**src/rtl/lifo_cmd_ctrl.sv**
```systemverilog
// Command front-end for a 16-deep byte stack: valid/ready push/pop in, popped bytes out,
// with a shadow occupancy count and a sticky cross-check fault against the stack's flags.
module lifo_cmd_ctrl #(
  parameter int DEPTH  = 16,
  parameter int CNT_W  = 5,
  parameter int DROP_W = 8
) (
  input  logic              clk,
  input  logic              rst_n,
  input  logic              cmd_valid,
  input  logic              cmd_op,
  input  logic [7:0]        cmd_data,
  output logic              cmd_ready,
  output logic              rsp_valid,
  output logic [7:0]        rsp_data,
  output logic              rsp_err,
  input  logic              rsp_ready,
  output logic              lifo_push,
  output logic              lifo_pop,
  output logic [7:0]        lifo_din,
  input  logic [7:0]        lifo_dout,
  input  logic              lifo_full,
  input  logic              lifo_empty,
  input  logic              lifo_error,
  output logic [CNT_W-1:0]  count,
  output logic [DROP_W-1:0] drop_cnt,
  output logic              fault
);

  typedef enum logic [1:0] {IDLE, POP_ISSUE, POP_CAP, RSP} state_t;

  localparam logic [CNT_W-1:0] L_DEPTH = CNT_W'(DEPTH);

  state_t            r_state;
  logic [CNT_W-1:0]  r_count;
  logic [DROP_W-1:0] r_drop;
  logic              r_fault;
  logic              r_push;
  logic              r_pop;
  logic [7:0]        r_din;
  logic              r_rsp_valid;
  logic [7:0]        r_rsp_data;
  logic              r_rsp_err;

  logic w_ready;
  logic w_accept;
  logic w_flag_bad;

  assign w_ready  = (r_state == IDLE) && !r_fault;
  assign w_accept = cmd_valid && w_ready;

  // Stack flags lag a strobe by one cycle, so they are only compared while both strobes are low.
  assign w_flag_bad = lifo_error ||
                      (!r_push && !r_pop &&
                       ((lifo_empty != (r_count == '0)) || (lifo_full != (r_count == L_DEPTH))));

  always_ff @(posedge clk or negedge rst_n) begin
    if (!rst_n) begin
      r_state     <= IDLE;
      r_count     <= '0;
      r_drop      <= '0;
      r_fault     <= 1'b0;
      r_push      <= 1'b0;
      r_pop       <= 1'b0;
      r_din       <= '0;
      r_rsp_valid <= 1'b0;
      r_rsp_data  <= '0;
      r_rsp_err   <= 1'b0;
    end else begin
      r_push <= 1'b0;
      r_pop  <= 1'b0;
      if (w_flag_bad) begin
        r_fault <= 1'b1;
      end
      case (r_state)
        IDLE: begin
          if (w_accept) begin
            if (!cmd_op) begin
              if (r_count != L_DEPTH) begin
                r_push  <= 1'b1;
                r_din   <= cmd_data;
                r_count <= r_count + 1'b1;
              end else if (r_drop != '1) begin
                r_drop <= r_drop + 1'b1;
              end
            end else begin
              if (r_count != '0) begin
                r_pop   <= 1'b1;
                r_count <= r_count - 1'b1;
                r_state <= POP_ISSUE;
              end else begin
                r_rsp_valid <= 1'b1;
                r_rsp_err   <= 1'b1;
                r_rsp_data  <= 8'h00;
                r_state     <= RSP;
              end
            end
          end
        end
        POP_ISSUE: begin
          r_state <= POP_CAP;
        end
        POP_CAP: begin
          r_rsp_data  <= lifo_dout;
          r_rsp_err   <= 1'b0;
          r_rsp_valid <= 1'b1;
          r_state     <= RSP;
        end
        RSP: begin
          if (rsp_ready) begin
            r_rsp_valid <= 1'b0;
            r_state     <= IDLE;
          end
        end
        default: r_state <= IDLE;
      endcase
    end
  end

  assign cmd_ready = w_ready;
  assign rsp_valid = r_rsp_valid;
  assign rsp_data  = r_rsp_data;
  assign rsp_err   = r_rsp_err;
  assign lifo_push = r_push;
  assign lifo_pop  = r_pop;
  assign lifo_din  = r_din;
  assign count     = r_count;
  assign drop_cnt  = r_drop;
  assign fault     = r_fault;

endmodule

```
**config.mk**
```make
export PLATFORM = sky130hd
export DESIGN_NAME = lifo_cmd_ctrl
export DESIGN_NICKNAME = d
export VERILOG_FILES = /design/src/rtl/lifo_cmd_ctrl.sv
export SDC_FILE = /design/constraint.sdc
export NUM_CORES = 1
export LEC_CHECK = 0
export CORE_MARGIN = 8
export CORE_UTILIZATION = 46
export CTS_CLUSTER_SIZE = 8
export DETAILED_ROUTE_END_ITERATION = 8
export GPL_TIMING_DRIVEN = 0
export PLACE_DENSITY = 0.8
export SETUP_SLACK_MARGIN = 0.05
export SYNTH_ARGS = -nofsm -noshare
export SYNTH_HDL_FRONTEND = slang
export SYNTH_SLANG_ARGS = --single-unit
```
**constraint.sdc**
```tcl
create_clock -name clk -period 2.3 [get_ports clk]
set_clock_uncertainty 0.15 [all_clocks]
set_input_delay 0.345 -clock clk [delete_from_list [all_inputs] [get_ports clk]]
set_output_delay 0.345 -clock clk [all_outputs]
set_load 0.01 [all_outputs]
```
==> results of run 1 <==
-- routing by layer --
metal / track usage / vias to the layer above / wire length, um
met5: 0 / - / 0
met4: 0.0389 / 0 / 38
met3: 0.0621 / 5 / 339
met2: 0.215 / 34 / 1950
met1: 0.175 / 677 / 1770
li1: - / 695 / -
-- registers in the layout (all words and copies together), names as in the netlist --
register and cells:
lifo_din 8, rsp_err 1, drop_cnt 8, lifo_pop 1, fault 1, rsp_valid 1, count 5, rsp_data 8
lifo_push 1, r_state 2
-- logic make-up (layout without fill, tap and decap cells) --
kind of cell,count (synthesis),in the layout,share of synthesized area
AO/OA/AOI/OAI,31,31,0.129
XOR/XNOR,7,7,0.0337
adder cells (fa/ha/maj),10,10,0.0729
buffers and inverters,12,77,0.0289
flip-flops,36,36,0.495
multiplexers,13,13,0.0798
AND/OR/NAND/NOR,46,46,0.160
-- area by class of cell --
class | count | share of cell area
clock buffer | 6 | 0.0283
tap | 50 | 0.0244
clock inverter | 1 | 0.00195
sequential | 36 | 0.352
buffer | 3 | 0.00732
inverter | 9 | 0.0132
timing repair buffer | 58 | 0.224
multi-input combinational | 107 | 0.350
-- power by group --
part / switching, mW / total [mW] / internal (mW) / leakage [nW]
Combinational: 0.285 / 0.613 / 0.327 / 0.586
Clock: 0.213 / 0.419 / 0.206 / 0.0410
Sequential: 0.0588 / 0.791 / 0.732 / 0.471
-- through the flow --
stage / power [mW] / utilization
floorplan: 1.13 / -
global placement: 1.40 / 0.629
detailed placement: 1.42 / 0.628
CTS: 1.84 / 0.648
global route: 1.95 / 0.655
finish: 1.82 / 0.655
-- cell usage after synthesis, types with 2 or more instances --
library cell / instances / area [sq um]
a21oi_1: 5 / 25.0
nor2_1: 10 / 37.5
nor2b_1: 3 / 18.8
xnor2_1: 2 / 17.5
mux2_2: 12 / 135
nor4_4: 2 / 42.5
ha_1: 9 / 113
nand2_1: 7 / 26.3
xor2_1: 5 / 43.8
nand4_1: 2 / 12.5
nand3_1: 5 / 25.0
a22o_1: 8 / 70.1
a21o_1: 2 / 15.0
nand3b_1: 2 / 15.0
or4_1: 2 / 15.0
nand2b_1: 3 / 18.8
inv_1: 9 / 33.8
dfrtp_1: 36 / 901
nor3_1: 4 / 20.0
o21ai_0: 6 / 30.0
clkbuf_1: 2 / 7.51
-- final timing paths --
path	from	to	slack (ns)	cells past startpoint
hold reg to reg	lifo_din[2]$_DFFE_PN0P_	lifo_din[2]$_DFFE_PN0P_	0.36	1
setup / recovery	r_state[0]$_DFFE_PN0P_	drop_cnt[7]$_DFFE_PN0P_	0.20	6
hold / removal	rst_n	drop_cnt[4]$_DFFE_PN0P_	-0.006	1
min in group clk	lifo_din[2]$_DFFE_PN0P_	lifo_din[2]$_DFFE_PN0P_	0.36	1
max in group asynchronous	rst_n	rsp_data[1]$_DFFE_PN0P_	1.50	1
setup reg to reg	r_state[0]$_DFFE_PN0P_	drop_cnt[7]$_DFFE_PN0P_	0.20	6
-- what timing repair did --
action / in CTS / in global routing
setup buffers: 0 / 0
resized for setup: 4 / 5
setup endpoints to repair: 2 / 12
==> results.txt, run 1 <==
CTS Buf Count - 5
Time the worst path needs with I/O delays and setup - 2.10 ns
Largest net degree at the start of global routing - 37
# rows - 23
Yosys warns - 0
Initial antenna violation count - 0
Buf+Inv Stages, Crit Path - 1
Htree depth - 2
Starting Density - 0.465
Endpoint type of the worst setup path - flop
Drt initial violations - 91
Wire per inst - 15.2 um
Most frequent cells in the layout - clkdlybuf4s50_1 (55), dfrtp_1 (36), mux2_2 (12), inv_1 (9), nor2_1 (9)
Crit Path Max Fanout - 6
Total track usage - 0.140
Slowest stage cell on the critical path - dfrtp_1
Number of max-cap violations - 0
Post-Route Setup TNS - 0 ns
Fin crit share - 0.915
CTS Sinks - 36
# port buffers - 58
First-pass GRT wire length - 7.02 mm
Chip Height - 78.9 um
Antenna fix cells - 0
Layout area overhead - 40.9%
Post-synth ARST share - 1.00
Register area share after synthesis - 0.495
Pre-CTS WS - -0.350 ns
Vias in the first global route - 1463
Synth Cell Area - 1820 sq um
Final Instance Area - 2560 sq um
Final setup vio count - 0
Placed Instances - 263
Core area - 3910 sq um
Worst hold slack - -0.00627 ns
Multi-input gate area - 896 sq um
Register area - 901 sq um
Fin. Hold Viols - 7
Register bit total from synthesis - 36
WP data arrival - 2.12 ns
Hold crit path type - input pin to async pin
Layout Nets - 254
Peak VDD IR - 361 uV
Clk pin slew, worst setup/hold paths - 0.07 ns
Global route overflow - 0
Slew @ Worst Pin - 0.793 ns
Share of cells above drive strength 1 - 0.155
FMAX - 475 MHz
IO Count - 59
Delay-heaviest family, CP - simple AND/OR/NAND/NOR gates
Lkg Pwr - 1.10 nW
Placed Area - 2460 sq um
Routed WL - 4.10 mm
Number of vias per cell - 5.23
Pwr per Cell Area - 711 nW/um^2
Number of synthesized flops with an enable pin - 0
Hold buffer count at CTS - 0
DRT Pass-1 Iters - 4
HPWL Detailed - 3.09 mm
Failing checks - negative hold slack
Drt drc - 0
Run status - finished, violations left
Most common cell after layout, fill and taps aside - clkdlybuf4s50_1
Die area - 6220 sq um
Crit path launch type - flop
Vias - 1411
Rel. slew slack - 0.471
WP data required - 2.32 ns
Top FF cell, synth - dfrtp_1
Root buf cell - clkbuf_8
Slowest cell delay on critical path - 0.40 ns
Critical path type - flop to flop
Cell chain of the critical path - inv_1, ha_2, and4bb_2, nand3_2, nor3_2, mux2_2
ANT nets after route - 0
CTS tree - yes
Die X - 78.9 um
Placer Congestion - 0.834
Avg Cell Area, Syn - 11.7 sq um
Clock Path Buffers - 2
Max-slew violations - 0
Clk_lat worst skew - 0.28 ns
Synth cell types - 40
Layout fillers - 327
RSZ-0062 raised after global routing - false
Setup slack after layout - 0.196 ns
Gate Count Post-Synth - 155
Non-Filler Instances - 270
Post-synth net total - 189
No activity file was read; power rests on OpenSTA's default activity.
==> inputs of run 2 (changes only) <==
--- a/config.mk
+++ b/config.mk
@@ -5,7 +5,7 @@
 export SDC_FILE = /design/constraint.sdc
 export NUM_CORES = 1
 export LEC_CHECK = 0
-export CORE_MARGIN = 8
+export CORE_MARGIN = 5
 export CORE_UTILIZATION = 46
 export CTS_CLUSTER_SIZE = 8
 export DETAILED_ROUTE_END_ITERATION = 8
==> run 2 against run 1 <==
  * The flow still finishes with violations (negative hold slack)
  * Die area shrank 15%
  * Total power grew 4.2%
  * Utilization grew 3.2 points
  * Non-clock buffer count grew 2
  * Hold slack lost 0.013 ns
  * Critical path depth grew 1
  * Routed wire length grew 1.3%
  * Register-to-register slack is essentially flat
  * Largest cell class unchanged
  * Largest power group unchanged
==> results.txt, run 2 (synthesis gave the netlist of run 1 again) <==
Run status - finished, violations left
Failing checks - negative hold slack
Most common cell after layout, fill and taps aside - clkdlybuf4s50_1
WP data arrival - 2.21 ns
Worst hold slack - -0.0189 ns
Seq pwr share - 0.417
Chip Height - 72.9 um
Initial antenna violation count - 0
Cell-internal power - 1.31 mW
IO Count - 59
Critical path type - input pin to flop
Vias in the first global route - 1519
Non-Filler Instances - 270
Wire per inst - 15.4 um
Hold buffer count at CTS - 0
Placer Congestion - 0.872
Layout Nets - 256
Hold crit path type - input pin to async pin
Clk_lat worst skew - 0.28 ns
Total track usage - 0.162
Peak VDD IR - 386 uV
Endpoint type of the worst setup path - flop
Fin crit share - 0.930
CTS Sinks - 36
Power, Total - 1.90 mW
Htree depth - 2
Number of max-cap violations - 0
Number of vias per cell - 5.44
Core area - 3740 sq um
Sw Ratio - 0.312
Fin util - 0.687
Most frequent cells in the layout - clkdlybuf4s50_1 (55), dfrtp_1 (36), mux2_2 (12), nor2_1 (10)
Final setup vio count - 0
Largest net degree at the start of global routing - 37
RSZ-0062 raised after global routing - false
Clock Path Buffers - 2
First-pass GRT wire length - 6.71 mm
Drt drc - 0
CTS tree - yes
Crit Path Max Fanout - 10
HPWL Detailed - 3.17 mm
Root buf cell - clkbuf_8
Vias - 1469
Routed WL - 4.15 mm
ANT nets after route - 0
Die X - 72.9 um
DRT Pass-1 Iters - 4
Placed Instances - 261
FMAX - 467 MHz
Drt initial violations - 36
Post-Route Setup TNS - 0 ns
# rows - 22
Global route overflow - 0
Share of cells above drive strength 1 - 0.158
Time the worst path needs with I/O delays and setup - 2.14 ns
Switching power - 0.593 mW
Rel. slew slack - 0.481
CTS Buf Count - 5
Pwr per Cell Area - 738 nW/um^2
Slew @ Worst Pin - 0.779 ns
Max-slew violations - 0
Antenna fix cells - 0
Fin. Hold Viols - 22
Clk network pwr share - 0.224
Die area - 5310 sq um
Lkg Pwr - 1.12 nW
Layout area overhead - 41.4%
Combinational fraction of design power - 0.359
# port buffers - 58
Clk pin slew, worst setup/hold paths - 0.07 ns
Crit path launch type - input pin
WP data required - 2.37 ns
Starting Density - 0.486
## run 2: worst paths after layout
check | to | slack [ns] | start | cells after the start
worst min register to register | rsp_data[2]$_DFFE_PN0P_ | 0.36 | rsp_data[2]$_DFFE_PN0P_ | 1
max in group asynchronous | count[3]$_DFFE_PN0P_ | 1.52 | rst_n | 1
worst max-delay path | count[4]$_DFFE_PN0P_ | 0.16 | cmd_op | 7
worst max register to register | count[4]$_DFFE_PN0P_ | 0.20 | count[0]$_DFFE_PN0P_ | 6
min in group clk | rsp_data[2]$_DFFE_PN0P_ | 0.36 | rsp_data[2]$_DFFE_PN0P_ | 1
worst min-delay path | rsp_valid$_DFFE_PN0P_ | -0.02 | rst_n | 1
## run 2: area by class of cell
| type | count | area (sq um) |
|---|---|---|
| Timing Repair Buffer | 60 | 592 |
| Multi-Input combinational cell | 107 | 886 |
| Clock inverter | 2 | 12.5 |
| Sequential cell | 36 | 901 |
| Fill cell | 290 | 1170 |
| Clock buffer | 5 | 68.8 |
| Buffer | 3 | 18.8 |
| Tap cell | 48 | 60.1 |
| Inverter | 9 | 33.8 |
## run 2: routing by layer
metal  wire (um)  vias up  global-route usage
li1            -      696                   -
met1        1720      710               0.186
met2        2050       55               0.280
met3         336        8              0.0661
met4          50        0              0.0389
met5           0        -                   0
## run 2: stage by stage
step	instance area, sq um	setup slack (ns)
after floorplan	1820	0.161
after CTS	2550	0.0622
after global placement	2460	-0.339
after detailed placement	2450	-0.411
after global routing	2570	0.0634
final	2570	0.160
## run 2: repair_timing
action                     CTS  global route
resized for setup            7             1
setup buffers                0             2
setup endpoints to repair    3             1
gates cloned                 0             0
## run 2: worst max-delay path, stage by stage
cell and delay (ns):
dlygate4sd2_1 0.40, inv_1 0.13, fa_1 0.46, nand2b_1 0.18, a21o_1 0.18, or4_1 0.40
nand3_1 0.10
## run 2: power groups by stage
stage | Combinational, mW | Sequential, mW | Clock (mW)
2_1_floorplan | 0.304 | 0.830 | 0
3_3_place_gp | 0.590 | 0.797 | 0
3_5_place_dp | 0.620 | 0.806 | 0
4_1_cts | 0.659 | 0.795 | 0.445
5_1_grt | 0.737 | 0.803 | 0.478
6_report | 0.682 | 0.792 | 0.425
==> inputs of run 3 (changes only) <==
--- a/config.mk
+++ b/config.mk
@@ -6,11 +6,11 @@
 export NUM_CORES = 1
 export LEC_CHECK = 0
 export CORE_MARGIN = 5
-export CORE_UTILIZATION = 46
+export CORE_UTILIZATION = 41
 export CTS_CLUSTER_SIZE = 8
 export DETAILED_ROUTE_END_ITERATION = 8
 export GPL_TIMING_DRIVEN = 0
-export PLACE_DENSITY = 0.8
+export PLACE_DENSITY = 0.75
 export SETUP_SLACK_MARGIN = 0.05
 export SYNTH_ARGS = -nofsm -noshare
 export SYNTH_HDL_FRONTEND = slang
==> constraint.sdc (replaced) <==
create_clock -name clk -period 1.8 [get_ports clk]
set_clock_uncertainty 0.15 [all_clocks]
set_input_delay 0.27 -clock clk [delete_from_list [all_inputs] [get_ports clk]]
set_output_delay 0.27 -clock clk [all_outputs]
set_load 0.01 [all_outputs]
==> run 3 against run 2 <==
  * The flow finishes with violations (negative setup slack)
  * Combinational power is 54% higher
  * Sequential cell count is the same
  * Worst setup slack worse by 0.38 ns
  * Sequential power up 28%
  * Die area is 10% higher
  * Final cell count rose by 11%
  * Highest routed layer unchanged
==> results.txt, run 3 (synthesis gave the netlist of run 1 again) <==
Run status - finished, violations left
Failing checks - negative setup slack
Pwr per Cell Area - 876 nW/um^2
Lkg Pwr - 1.39 nW
Die X - 76.6 um
Endpoint type of the worst setup path - flop
Initial antenna violation count - 0
Post-Route Setup TNS - -3.51 ns
Layout Nets - 282
Flop2flop setup slack - -0.21 ns
Most common cell after layout, fill and taps aside - clkdlybuf4s50_1
Slew @ Worst Pin - 0.800 ns
Setup slack after layout - -0.215 ns
Hold crit path type - flop to flop
CTS tree - yes
Number of vias per cell - 5.19
Starting Density - 0.421
Crit path launch type - flop
CTS Buf Count - 5
RSZ-0062 raised after global routing - true
Switching power - 0.842 mW
Vias in the first global route - 1595
Number of max-cap violations - 0
Core area - 4320 sq um
Fin. Hold Viols - 0
Die area - 5870 sq um
Chip Height - 76.6 um
Root buf cell - clkbuf_8
CTS Sinks - 36
Final setup vio count - 32
Final Instance Area - 3040 sq um
Peak VDD IR - 446 uV
Placer Congestion - 0.805
Combinational fraction of design power - 0.394
IO Count - 59
Clk network pwr share - 0.226
Worst Reg-to-Reg Cells - 6
Layout area overhead - 66.8%
Clk pin slew, worst setup/hold paths - 0.08 ns
HPWL Detailed - 3.18 mm
Fin util - 0.702
Clock Path Buffers - 2
Drt initial violations - 47
Most frequent cells in the layout - clkdlybuf4s50_1 (50), dfrtp_1 (29), buf_4 (18), mux2_4 (12), buf_6 (9)
Max-slew violations - 0
Share of cells above drive strength 1 - 0.369
Time the worst path needs with I/O delays and setup - 2.01 ns
# rows - 24
Fin crit share - 1.12
First-pass GRT wire length - 8.05 mm
Layout fillers - 325
Clk_lat worst skew - 0.29 ns
Critical path type - flop to flop
WP data required - 1.81 ns
Htree depth - 2
Crit Path Max Fanout - 5
Sw Ratio - 0.316
Vias - 1562
Cell-internal power - 1.82 mW
DRT Pass-1 Iters - 4
Pre-CTS WS - -0.837 ns
Routed WL - 4.91 mm
Drt drc - 0
Total track usage - 0.170
Antenna fix cells - 0
WP data arrival - 2.03 ns
Largest net degree at the start of global routing - 37
Power, Total - 2.66 mW
Worst Hold Depth - 1
Wire per inst - 16.3 um
FMAX - 496 MHz
ANT nets after route - 0
Rel. slew slack - 0.467
Seq pwr share - 0.379
# port buffers - 58
Placed Area - 2560 sq um
Global route overflow - 0
==> run 3: cell count changes in the layout (fill, tap and decap cells not counted), sizes merged <==
cell / delta
buf: +26
clkbuf: +1
clkdlybuf4s15: +1
clkdlybuf4s50: -5
clkinv: +1
clkinvlp: -1
dlygate4sd2: +1
dlygate4sd3: +1
dlymetal6s2s: +2
==> run 3: timing repair <==
| action | in CTS | in global routing |
|---|---|---|
| resized for setup | 28 | 26 |
| pin swaps | 9 | 11 |
| hold buffers | 1 | 0 |
| endpoints found under the hold margin | 36 | 0 |
| buffers inserted | 19 | 9 |
| cloned | 1 | 0 |
| setup endpoints to repair | 37 | 43 |
==> run 3: power groups by stage <==
| stage | Combinational, mW | Sequential [mW] | Clock (mW) |
|---|---|---|---|
| finish | 1.05 | 1.01 | 0.602 |
| global route | 1.13 | 1.03 | 0.657 |
| CTS | 1.00 | 1.01 | 0.610 |
| detailed placement | 0.840 | 1.03 | 0 |
| global placement | 0.816 | 1.03 | 0 |
| floorplan | 0.432 | 1.06 | 0 |
==> run 3: critical path: stages, from the launching register on <==
cell      delay [ns]
dfrtp_2         0.44
or4_4           0.55
buf_8           0.15
buf_12          0.12
o211ai_4        0.24
or4b_2          0.17
nand3_1         0.06
==> run 3: per-layer routing <==
layer  routed length, um  track usage  vias to the layer above
li1                    -            -                      746
met1                2080        0.211                      769
met2                2530        0.270                       36
met3                 202       0.0603                       11
met4                 103       0.0664                        0
met5                   0            0                        -
==> run 3: cell type report <==
class                   count  area (sq um)  area share
inverters                   9          33.8      0.0111
repair buffers             86           838       0.276
clock buffers               6          82.6      0.0272
multi-input cells         107          1070       0.353
clock inverters             2          10.0     0.00330
plain buffers               3          25.0     0.00824
well taps                  52          65.1      0.0214
flip-flops and latches     36           910       0.300
==> run 3: through the flow <==
stage	hold WS, ns	instances
final	0.360	301
after CTS	0.364	294
after global routing	0.369	301
after floorplan	-0.176	155
after global placement	0.339	265
after detailed placement	0.248	265
==> run 3: worst paths after layout <==
path / start / end
max: count[0]$_DFFE_PN0P_ / count[4]$_DFFE_PN0P_
min: lifo_din[2]$_DFFE_PN0P_ / lifo_din[2]$_DFFE_PN0P_
max reg2reg: count[0]$_DFFE_PN0P_ / count[4]$_DFFE_PN0P_
min reg2reg: lifo_din[2]$_DFFE_PN0P_ / lifo_din[2]$_DFFE_PN0P_
max in group asynchronous: rst_n / drop_cnt[4]$_DFFE_PN0P_
min in group asynchronous: rst_n / rsp_data[6]$_DFFE_PN0P_
